--- src/rtl/la_iopwrseq.sv ---
// la_iopwrseq: power-up/down sequencer for one IO ring segment.
// Steps the ring enables (en_h, vswitch, hold) and the core reset in a fixed
// order with a programmable settle delay between steps.
// Optional build macro LA_IOPWRSEQ_STATUS_EN adds brownout and event_cnt outputs.
module la_iopwrseq #(
  parameter int unsigned DLYW  = 8,
  parameter int unsigned DLY   = 100,
  parameter int unsigned SYNCN = 2
) (
  input  logic       clk,
  input  logic       reset,
  input  logic       vddio_good,
  input  logic       vdd_good,
  input  logic       shutdown,
`ifdef LA_IOPWRSEQ_STATUS_EN
  output logic       brownout,
  output logic [7:0] event_cnt,
`endif
  output logic       io_en_h,
  output logic       io_vswitch,
  output logic       io_hold,
  output logic       core_nreset,
  output logic       seq_ready
);

  localparam logic [DLYW-1:0] CNT_LAST = DLYW'(DLY - 1);
  localparam logic [DLYW-1:0] CNT_MAX  = {DLYW{1'b1}};

  typedef enum logic [2:0] {
    S_OFF, S_IO_UP, S_VSW_UP, S_UNHOLD, S_ON, S_DOWN_HOLD, S_DOWN_VSW, S_DOWN_IO
  } state_t;

  state_t            state_q, state_d;
  logic [DLYW-1:0]   cnt_q, cnt_d;
  logic [SYNCN-1:0]  vsync_q, csync_q;
  logic              vg, cg, lost, step_done;
  logic              en_d, vsw_d, hold_d, nrst_d, rdy_d;

  assign vg        = vsync_q[SYNCN-1];
  assign cg        = csync_q[SYNCN-1];
  assign lost      = !vg || !cg;
  assign step_done = (cnt_q == CNT_LAST);

  // Synchronize the async supply-good detects into the clk domain
  always_ff @(posedge clk or posedge reset) begin
    if (reset) begin
      vsync_q <= '0;
      csync_q <= '0;
    end else begin
      vsync_q <= {vsync_q[SYNCN-2:0], vddio_good};
      csync_q <= {csync_q[SYNCN-2:0], vdd_good};
    end
  end

  // State, settle counter and registered ring controls
  always_ff @(posedge clk or posedge reset) begin
    if (reset) begin
      state_q     <= S_OFF;
      cnt_q       <= '0;
      io_en_h     <= 1'b0;
      io_vswitch  <= 1'b0;
      io_hold     <= 1'b1;
      core_nreset <= 1'b0;
      seq_ready   <= 1'b0;
    end else begin
      state_q     <= state_d;
      cnt_q       <= cnt_d;
      io_en_h     <= en_d;
      io_vswitch  <= vsw_d;
      io_hold     <= hold_d;
      core_nreset <= nrst_d;
      seq_ready   <= rdy_d;
    end
  end

  // Next-state, counter and output decode of the current state
  always_comb begin
    state_d = state_q;
    cnt_d   = cnt_q;
    en_d    = 1'b0;
    vsw_d   = 1'b0;
    hold_d  = 1'b1;
    nrst_d  = 1'b0;
    rdy_d   = 1'b0;
    unique case (state_q)
      S_OFF: begin
        if (vg && cg && !shutdown) state_d = S_IO_UP;
      end
      S_IO_UP: begin
        en_d = 1'b1;
        if (lost || shutdown)  state_d = S_DOWN_HOLD;
        else if (step_done)    state_d = S_VSW_UP;
      end
      S_VSW_UP: begin
        en_d  = 1'b1;
        vsw_d = 1'b1;
        if (lost || shutdown)  state_d = S_DOWN_HOLD;
        else if (step_done)    state_d = S_UNHOLD;
      end
      S_UNHOLD: begin
        en_d   = 1'b1;
        vsw_d  = 1'b1;
        hold_d = 1'b0;
        if (lost || shutdown)  state_d = S_DOWN_HOLD;
        else if (step_done)    state_d = S_ON;
      end
      S_ON: begin
        en_d   = 1'b1;
        vsw_d  = 1'b1;
        hold_d = 1'b0;
        nrst_d = 1'b1;
        rdy_d  = 1'b1;
        if (lost || shutdown)  state_d = S_DOWN_HOLD;
      end
      S_DOWN_HOLD: begin
        en_d  = 1'b1;
        vsw_d = 1'b1;
        if (step_done) state_d = S_DOWN_VSW;
      end
      S_DOWN_VSW: begin
        en_d = 1'b1;
        if (step_done) state_d = S_DOWN_IO;
      end
      S_DOWN_IO: begin
        if (step_done) state_d = S_OFF;
      end
      default: state_d = S_OFF;
    endcase
    // Counter restarts on every state entry and saturates otherwise
    if (state_d != state_q)    cnt_d = '0;
    else if (cnt_q != CNT_MAX) cnt_d = cnt_q + DLYW'(1);
  end

`ifdef LA_IOPWRSEQ_STATUS_EN
  // Sticky brownout flag and saturating count of ON exits
  always_ff @(posedge clk or posedge reset) begin
    if (reset) begin
      brownout  <= 1'b0;
      event_cnt <= 8'd0;
    end else begin
      if (state_q != S_OFF && lost) brownout <= 1'b1;
      if (state_q == S_ON && state_d == S_DOWN_HOLD && event_cnt != 8'hFF)
        event_cnt <= event_cnt + 8'd1;
    end
  end
`endif

endmodule

--- config.mk ---
export PLATFORM = sky130hd
export DESIGN_NAME = la_iopwrseq
export DESIGN_NICKNAME = d
export VERILOG_FILES = /design/src/rtl/la_iopwrseq.sv
export SDC_FILE = /design/constraint.sdc
export NUM_CORES = 1
export LEC_CHECK = 0
export ABC_AREA = 1
export BUFFER_PORTS_ARGS = -buffer_cell sky130_fd_sc_hd__buf_2
export CORE_MARGIN = 3
export CORE_UTILIZATION = 32
export CTS_CLUSTER_DIAMETER = 200
export DETAILED_ROUTE_END_ITERATION = 12
export PLACE_DENSITY = 0.45
export SETUP_SLACK_MARGIN = 0.2
export SLEW_MARGIN = 10
export SYNTH_ARGS = -nofsm -noshare
export SYNTH_HDL_FRONTEND = slang
export SYNTH_SLANG_ARGS = --single-unit
--- constraint.sdc ---
create_clock -name clk -period 2.48 [get_ports clk]
set_input_delay 0.496 -clock clk [delete_from_list [all_inputs] [get_ports clk]]
set_output_delay 0.496 -clock clk [all_outputs]
set_load 0.01 [all_outputs]
Word-level counts from Yosys, hierarchy flattened --
Index checks and enable logic that the tools add are counted. Widths: inputs -> output; s select.
Operators by class: divide/modulo/power cells 0, multiplexer cells 18, shifts and indexed selects 0, $mul 0, add/subtract/negate cells 1, bitwise gates (word level) 0, magnitude comparators 0, reductions and logical operators 12, equality and inequality tests 10
Operator list (count):
- $mux 3 | 11
- $pmux 3 s8 | 1
- $mux 8 | 2
- $eq 3x3->1 const B | 4
- $add 8x1->8 const B | 1
- $eq 8x7->1 const B | 1
- $ne 8x8->1 const B | 1
- $eq 3x2->1 const B | 2
- $reduce_or 6->1 | 1
- $mux 1 | 4
- $reduce_or 4->1 | 1
- $eq 3x1->1 const B | 1
- $logic_not 1->1 | 3
- $logic_not 3->1 | 1
- $ne 3x3->1 | 1
- $logic_and 1x1->1 | 2
- $logic_or 1x1->1 | 2
- $reduce_bool 2->1 | 1
- $reduce_or 2->1 | 1
Word-level totals: output and inout port bits 5, latch bits 0, input port bits 5, RAM bits 0, memories 0, logic and storage cells 49, ROM bits 0, bits in registers 19

Depth between registers and ports, before layout --
Gate-level depths: netlist (run 1).
word-level depth 7, gate-level depth with buffers 14

Worst setup path after synthesis (run 1) --
OpenSTA, ideal clock, no wires.
path kind register -> register, start point register state_q[1], end point register cnt_q[0], period minus slack after synthesis 1.743 ns, path slack 0.737 ns, cell stages (with the launch flop) 14, arrival time 1.663 ns, required time 2.400 ns, path through dfrtp_1 > inv_2 > ha_1 > inv_1 > nand2_1 > nor2_1 > nand2_4 > inv_1 > nand3_1 > nand2_2 > nand2_1 > nand2_2 > nand3_4 > nor3_2
Between the ends: longest elaborated chain between the ends 5, elaborated cells between the ends (all ways) 23, those cells by class eq/ne (8); mux (13); reduce/logical (2)
Ends and longest elaborated chain:
- from (decl) | RTL line 33 | state_t state_q, state_d;
- from (signal assigned) | RTL line 66 | state_q <= state_d;
- $mux 3 (on tied branches) | RTL line 105, 92, 98
- $mux 3 (on tied branches) | RTL line 104, 91, 97
- $pmux 3 s8 | RTL line 85 | unique case (state_q)
- $ne 3x3->1 * | RTL line 130 | if (state_d != state_q) cnt_d = '0;
- $mux 8 / $reduce_bool 2->1 (equally long branches)
- to (signal assigned) | RTL line 67 | cnt_q <= cnt_d;
- to (decl) | RTL line 34 | logic [DLYW-1:0] cnt_q, cnt_d;
Mark *: on every way between the ends. The rest lies on a longest branch, timed or not. A chain may end at the register's enable or synchronous reset.

Worst setup path after layout (run 1) --
start point register state_q[2], end point register cnt_q[7]
Same word-level chain as after synthesis.

==> results of run 1 <==
[worst max path at each step]
stage                     to       start  depth (start not counted)
floorplan           cnt_q[0]  state_q[1]                         13
global placement    cnt_q[7]  state_q[2]                         11
detailed placement  cnt_q[7]  state_q[2]                         11
CTS                 cnt_q[7]  state_q[2]                         11
global route        cnt_q[6]  state_q[2]                         11
finish              cnt_q[7]  state_q[2]                         11
[layout make-up]
type	count	share of cell area
timing repair buffer	9	0.0332
clock buffer	3	0.0305
inverter	29	0.0840
multi-input combinational	104	0.454
tap	46	0.0425
clock inverter	1	0.00369
sequential	19	0.352
[per-layer routing]
layer,up-vias,part of all wire,GRT usage
li1,499,-,-
met1,435,0.53,0.183
met2,11,0.42,0.164
met3,5,0.024,0.0197
met4,0,0.019,0.0521
met5,-,0,0
[power by group through the flow]
stage / combinational (uW) / sequential [uW] / clock (uW)
floorplan: 6.94 / 320 / 0
global placement: 12.4 / 320 / 0
detailed placement: 12.6 / 320 / 0
CTS: 12.5 / 314 / 230
global route: 14.3 / 314 / 239
finish: 11.9 / 314 / 221
[cells in the mapped netlist (all sizes together)]
cell	count	area, um2
dfrtp	18	450
buf	2	18.8
nor3	9	85.1
dfstp	1	26.3
ha	4	50.1
xnor2	1	8.76
nand3	19	133
nand4	2	12.5
clkinv	1	8.76
nor2	17	71.3
o21ai	7	35.0
xor2	3	26.3
a21oi	1	8.76
inv	28	105
nand2	40	178
nor3b	1	7.51
[metrics by stage]
stage          std cells  power (uW)
5_1_grt              211         567
2_1_floorplan        154         326
6_report             211         546
4_1_cts              211         556
3_3_place_gp         207         332
3_5_place_dp         207         333
[kinds of logic after synthesis]
logic type / Yosys count / synth area share
compound gates: 8 / 0.0357
xor+xnor: 4 / 0.0286
fa+ha+maj: 4 / 0.0409
buf+inv: 31 / 0.108
flops: 19 / 0.389
simple gates: 88 / 0.397
[worst register-to-register path: cells and delay by family, from the launching register on]
kind,cells,cell delay [ns]
flip-flops,1,0.63
adder cells (fa/ha/maj),1,0.22
AND/OR/NAND/NOR,8,0.86
buffers and inverters,2,0.26
[sequential cells by signal, summed over array words and instances (netlist names)]
| register | count |
|---|---|
| vsync_q | 2 |
| io_vswitch | 1 |
| cnt_q | 8 |
| state_q | 3 |
| io_en_h | 1 |
| csync_q | 2 |
| io_hold | 1 |
| seq_ready | 1 |
==> summary.log, run 1 <==
INFO  place          detailedPlacementHpwl=1860um
INFO  power          power_report.internal_total=428uW
INFO  timing         tightestPinTransition=0.738ns
INFO  synth          netlist_area=1220um2
INFO  global_routing grt_antenna_before_repair=0
INFO  power          power.share.switching=0.217
INFO  clock_tree     clock_latency=0.26ns
INFO  min_path       min_from=vdd_good
INFO  synth          synthesis.instances=154
INFO  cells_and_area final_cell_mix=sky130_fd_sc_hd__nand2_1 (33), sky130_fd_sc_hd__inv_1 (25), sky130_fd_sc_hd__dfrtp_1 (18)
INFO  clock_tree     cts_resized=0
INFO  setup_path     critical_path_arrival=2.21ns
INFO  cells_and_area layout.cells.most_common=sky130_fd_sc_hd__nand2_1
INFO  detailed_routing route.detailed.wl_per_inst=11.3um
INFO  cells_and_area area_taken_by_multi_input_logic_gates=616um2
INFO  timing         final.setup_skew=0.00112ns
INFO  clock_tree     clock_tree.htree_level_count=1
INFO  detailed_routing routed_wl=2390um
INFO  power          power.density_cell_area=403nW/um2
INFO  detailed_routing detailedRoute.firstIterationViolations=44
INFO  clock_tree     max-clock-path-buffers=2
INFO  synth          synth.yosys.seq_area_share=0.389
INFO  global_routing first_global_vias=922
INFO  floorplan      core=3520um2
INFO  power          ir_drop=0.305mV
INFO  cells_and_area diode_count=0
INFO  timing         final_period_minus_worst_setup_slack=2.03ns
INFO  synth          syn_nets=163
INFO  power          total_leakage_power=0.000663uW
INFO  setup_path     crit_path_end_kind=flop
INFO  cells_and_area final_design_area_no_fill=1360um2
INFO  floorplan      die_height=67.9um
INFO  cells_and_area fillCellCount=383
INFO  setup_path     cp.buffers_inverters=2
INFO  timing         finalWorstSetupSlack=0.450ns
INFO  timing         totalNegativeSetupSlack=0ns
INFO  detailed_routing drt_drc_violations_left=0
INFO  setup_path     critical-path-max-stage-delay=0.63ns
INFO  synth          syn_avg_cell_area=7.95um2
INFO  floorplan      fp.dieArea=4610um2
INFO  floorplan      design.portCount=10
INFO  timing         grt_setup_unrepaired=no
INFO  timing         hold_violations=0
INFO  setup_path     critical-path-top-delay-family=simple AND/OR/NAND/NOR gates
INFO  setup_path     worstPathMaxFanout=11
INFO  setup_path     cell_occurring_most_often_along_the_worst_timing_path=sky130_fd_sc_hd__nand2_2
INFO  place          place_worst_setup_slack=0.427ns
INFO  timing         fmax=493MHz
INFO  setup_path     timing.critical_path.from_type=flop
INFO  global_routing grt_first_pass_wirelength=4150um
INFO  clock_tree     cts.hold.buffers_added=0
INFO  global_routing grt_max_degree=20
INFO  detailed_routing via_per_instance_ratio=4.50
INFO  cells_and_area layout.area.seq=477um2
INFO  detailed_routing antenna_left=0
INFO  floorplan      start_util=0.348
INFO  setup_path     rrSetupSlack=0.45ns
INFO  setup_path     rr_endpoint=cnt_q[7]
INFO  clock_tree     cts_post_setup_buffers_inserted=0
INFO  power          sequential_group_share_of_total_power=0.575
INFO  cells_and_area post_route_cells_drive_above_1_share=0.261
INFO  detailed_routing first_pass_iters=5
INFO  setup_path     worst-r2r-cell-count=11
INFO  clock_tree     clock-sinks=19
INFO  run            timing.max_cap.violations=0
INFO  power          net-switching-power=119uW
INFO  min_path       hold_critical_path_endpoint=csync_q[0]
INFO  setup_path     worst-setup-path-type=flop to flop
INFO  clock_tree     clk_pin_slew=0.07ns
INFO  synth          netlist-cell-type-count=24
INFO  timing         max_slew_margin=0.507
INFO  place          finalWeightedCongestion=0.813
INFO  power          power.combinational.fraction=0.022
INFO  synth          post_synthesis_sequential_element_count=19
INFO  setup_path     timing.critical_path.cells=clkinv_4 -> ha_1 -> nor2_1 -> nand2_4 -> inv_1 -> nand3_1 -> nand2_2 -> nand2_1 -> nand2_2 -> nand3_4 -> nor3_2
INFO  timing         drv_slew=0
INFO  setup_path     r2r-start=state_q[2]
INFO  power          power_frac_clock=0.404
INFO  outcome        status=completed
INFO  global_routing track_usage=0.120
INFO  clock_tree     numCtsBuffers=3
INFO  clock_tree     tritoncts_clock_tree=done
INFO  cells_and_area area.growth.synth_to_final=10.6%
INFO  floorplan      die_w=67.9um
INFO  min_path       hold-path-cell-count=1
INFO  timing         min_period_over_period=0.818
INFO  cells_and_area final_core_utilization=0.385
INFO  place          placed_area=1310um2
INFO  place          place.port_buffers=9
INFO  global_routing remaining_overflow_grt=0
INFO  timing         fin_worst_hold_slack=0.336ns
INFO  timing         finalSetupViolations=0
INFO  setup_path     critical_path.slowest_cell=sky130_fd_sc_hd__dfrtp_1
INFO  clock_tree     clockRootBuffer=sky130_fd_sc_hd__clkbuf_8
INFO  synth          synthesis.yosys.warnings=0
INFO  floorplan      core.rowCount=21
INFO  min_path       hold_class=primary input to flop
INFO  setup_path     critical_path_required=2.66ns
INFO  cells_and_area nNetsFinal=175
INFO  detailed_routing via_total_after_detailed_routing=950
Power figures use the tool's default switching activity.
==> inputs of run 2 (changes only) <==
==> constraint.sdc (replaced) <==
create_clock -name clk -period 2 [get_ports clk]
set_input_delay 0.4 -clock clk [delete_from_list [all_inputs] [get_ports clk]]
set_output_delay 0.4 -clock clk [all_outputs]
set_load 0.01 [all_outputs]
==> run 2 against run 1 <==
Worst setup slack got worse by 0.24 ns; die area unchanged; sequential share of layout area decreased by 4.0 points; via count increased by 7.5%; sequential power increased by 24%; worst hold slack got worse by 0.092 ns; clock-buffer cell count unchanged; maximum frequency increased by 14%; register-to-register slack got worse by 0.24 ns.
==> summary.log, run 2 (synthesis results as in run 1) <==
INFO  timing         max_slew_margin=0.522
INFO  clock_tree     clockRootBuffer=sky130_fd_sc_hd__clkbuf_8
INFO  timing         drv_slew=0
INFO  setup_path     timing.critical_path.from_type=flop
INFO  timing         fin_worst_hold_slack=0.244ns
INFO  global_routing grt_first_pass_wirelength=4530um
INFO  cells_and_area area.growth.synth_to_final=25.6%
INFO  timing         final.setup_skew=0.00438ns
INFO  cells_and_area final_cell_mix=sky130_fd_sc_hd__nand2_1 (29), sky130_fd_sc_hd__inv_1 (22), sky130_fd_sc_hd__dfrtp_1 (15)
INFO  cells_and_area registers.top_by_ff_count=cnt_q
INFO  clock_tree     clock_latency=0.26ns
INFO  min_path       hold-path-cell-count=1
INFO  setup_path     cp.buffers_inverters=2
INFO  setup_path     cell_occurring_most_often_along_the_worst_timing_path=sky130_fd_sc_hd__nand2_2
INFO  timing         fmax=560MHz
INFO  cells_and_area layout.cells.most_common=sky130_fd_sc_hd__nand2_1
INFO  global_routing grt_antenna_before_repair=0
INFO  setup_path     timing.critical_path.cells=inv_2 -> ha_4 -> inv_2 -> nand2_1 -> nor2_2 -> nand2_4 -> nand2_2 -> nor2_2 -> nand3_2 -> nand2_2 -> nand2_2 -> nand2_2 -> nand3_4 -> nor3_4
INFO  run            timing.max_cap.violations=0
INFO  clock_tree     max-clock-path-buffers=2
INFO  timing         finalWorstSetupSlack=0.215ns
INFO  floorplan      start_util=0.348
INFO  timing         final_period_minus_worst_setup_slack=1.79ns
INFO  clock_tree     tritoncts_clock_tree=done
INFO  place          detailedPlacementHpwl=1980um
INFO  timing         hold_violations=0
INFO  clock_tree     clk_pin_slew=0.07ns
INFO  floorplan      die_w=67.9um
INFO  timing         min_period_over_period=0.893
INFO  cells_and_area largest_register_ff_count=8
INFO  cells_and_area registers_with_the_highest_flip_flop_counts=cnt_q x8, state_q x3
INFO  detailed_routing first_pass_iters=4
INFO  setup_path     critical_path_required=2.18ns
INFO  detailed_routing antenna_left=0
INFO  clock_tree     clock-sinks=19
INFO  global_routing first_global_vias=1020
INFO  power          total_leakage_power=0.000705uW
INFO  timing         totalNegativeSetupSlack=0ns
INFO  setup_path     critical-path-top-delay-family=simple AND/OR/NAND/NOR gates
INFO  min_path       hold_class=primary input to flop
INFO  timing         finalSetupViolations=0
INFO  detailed_routing detailedRoute.firstIterationViolations=42
INFO  floorplan      die_height=67.9um
INFO  detailed_routing route.detailed.wl_per_inst=11.9um
INFO  place          finalWeightedCongestion=0.825
INFO  detailed_routing drt_drc_violations_left=0
INFO  floorplan      core.rowCount=21
INFO  place          place.port_buffers=9
INFO  detailed_routing via_per_instance_ratio=4.62
INFO  setup_path     critical_path_depth=14
INFO  setup_path     critical_path_arrival=1.97ns
INFO  detailed_routing routed_wl=2640um
INFO  floorplan      fp.dieArea=4610um2
INFO  setup_path     worst-setup-path-type=flop to flop
INFO  floorplan      core=3520um2
INFO  setup_path     worstPathMaxFanout=8
INFO  detailed_routing via_total_after_detailed_routing=1021
INFO  power          ir_drop=0.374mV
INFO  setup_path     critical-path-max-stage-delay=0.45ns
INFO  power          power.density_cell_area=437nW/um2
INFO  place          place_worst_setup_slack=0.165ns
INFO  global_routing remaining_overflow_grt=0
INFO  setup_path     critical_path.slowest_cell=sky130_fd_sc_hd__dfrtp_2
INFO  clock_tree     clock_tree.htree_level_count=1
INFO  global_routing grt_max_degree=20
INFO  clock_tree     cts.hold.buffers_added=0
INFO  setup_path     crit_path_end_kind=flop
INFO  outcome        status=completed
INFO  timing         grt_setup_unrepaired=yes
INFO  setup_path     worst-r2r-cell-count=14
INFO  clock_tree     numCtsBuffers=3
INFO  floorplan      design.portCount=10
INFO  cells_and_area nNetsFinal=185
INFO  cells_and_area diode_count=0
INFO  timing         tightestPinTransition=0.716ns
INFO  global_routing track_usage=0.131
INFO  cells_and_area post_route_cells_drive_above_1_share=0.417
[run 2: final cells by class]
cell class	count	area (um2)
Clock buffer	3	41.3
Clock inverter	1	5.00
Fill cell	362	1980
Inverter	29	114
Multi-Input combinational cell	104	713
Sequential cell	19	480
Tap cell	46	57.6
Timing Repair Buffer	19	128
[run 2: power by group]
group          internal, uW  leakage, uW  switching [uW]
Combinational          3.52     0.000460            11.2
Clock                   139    0.0000255             129
Sequential              388     0.000220            1.04
[run 2: worst paths after layout]
path	end	slack (ns)	startpoint
min in group asynchronous	io_vswitch	0.25	reset
worst max-delay path	cnt_q[6]	0.21	state_q[1]
worst max register to register	cnt_q[6]	0.21	state_q[1]
max in group asynchronous	state_q[0]	1.26	reset
worst min register to register	csync_q[1]	0.36	csync_q[0]
worst min-delay path	csync_q[0]	0.24	vdd_good
[run 2: through the flow]
step / instances / power, uW / util / area (um2)
2_1_floorplan: 154 / 405 / - / 1220
6_report: 221 / 672 / 0.437 / 1540
5_1_grt: 221 / 704 / 0.437 / 1540
4_1_cts: 218 / 687 / 0.402 / 1410
3_5_place_dp: 212 / 412 / 0.382 / 1350
3_3_place_gp: 212 / 412 / 0.382 / 1350
[run 2: repair_timing]
item / 4_1_cts / 5_1_grt
cloned: 0 / 0
gates resized for setup: 3 / 27
pin swaps: 0 / 15
setup buffers: 2 / 3
setup endpoints to repair: 8 / 9
[run 2: layer usage]
| layer | GRT usage | wire length, um | vias up |
|---|---|---|---|
| met5 | 0 | 0 | - |
| met4 | 0.0372 | 34 | 0 |
| met3 | 0.0246 | 75 | 4 |
| met2 | 0.203 | 1230 | 13 |
| met1 | 0.186 | 1300 | 480 |
| li1 | - | - | 524 |
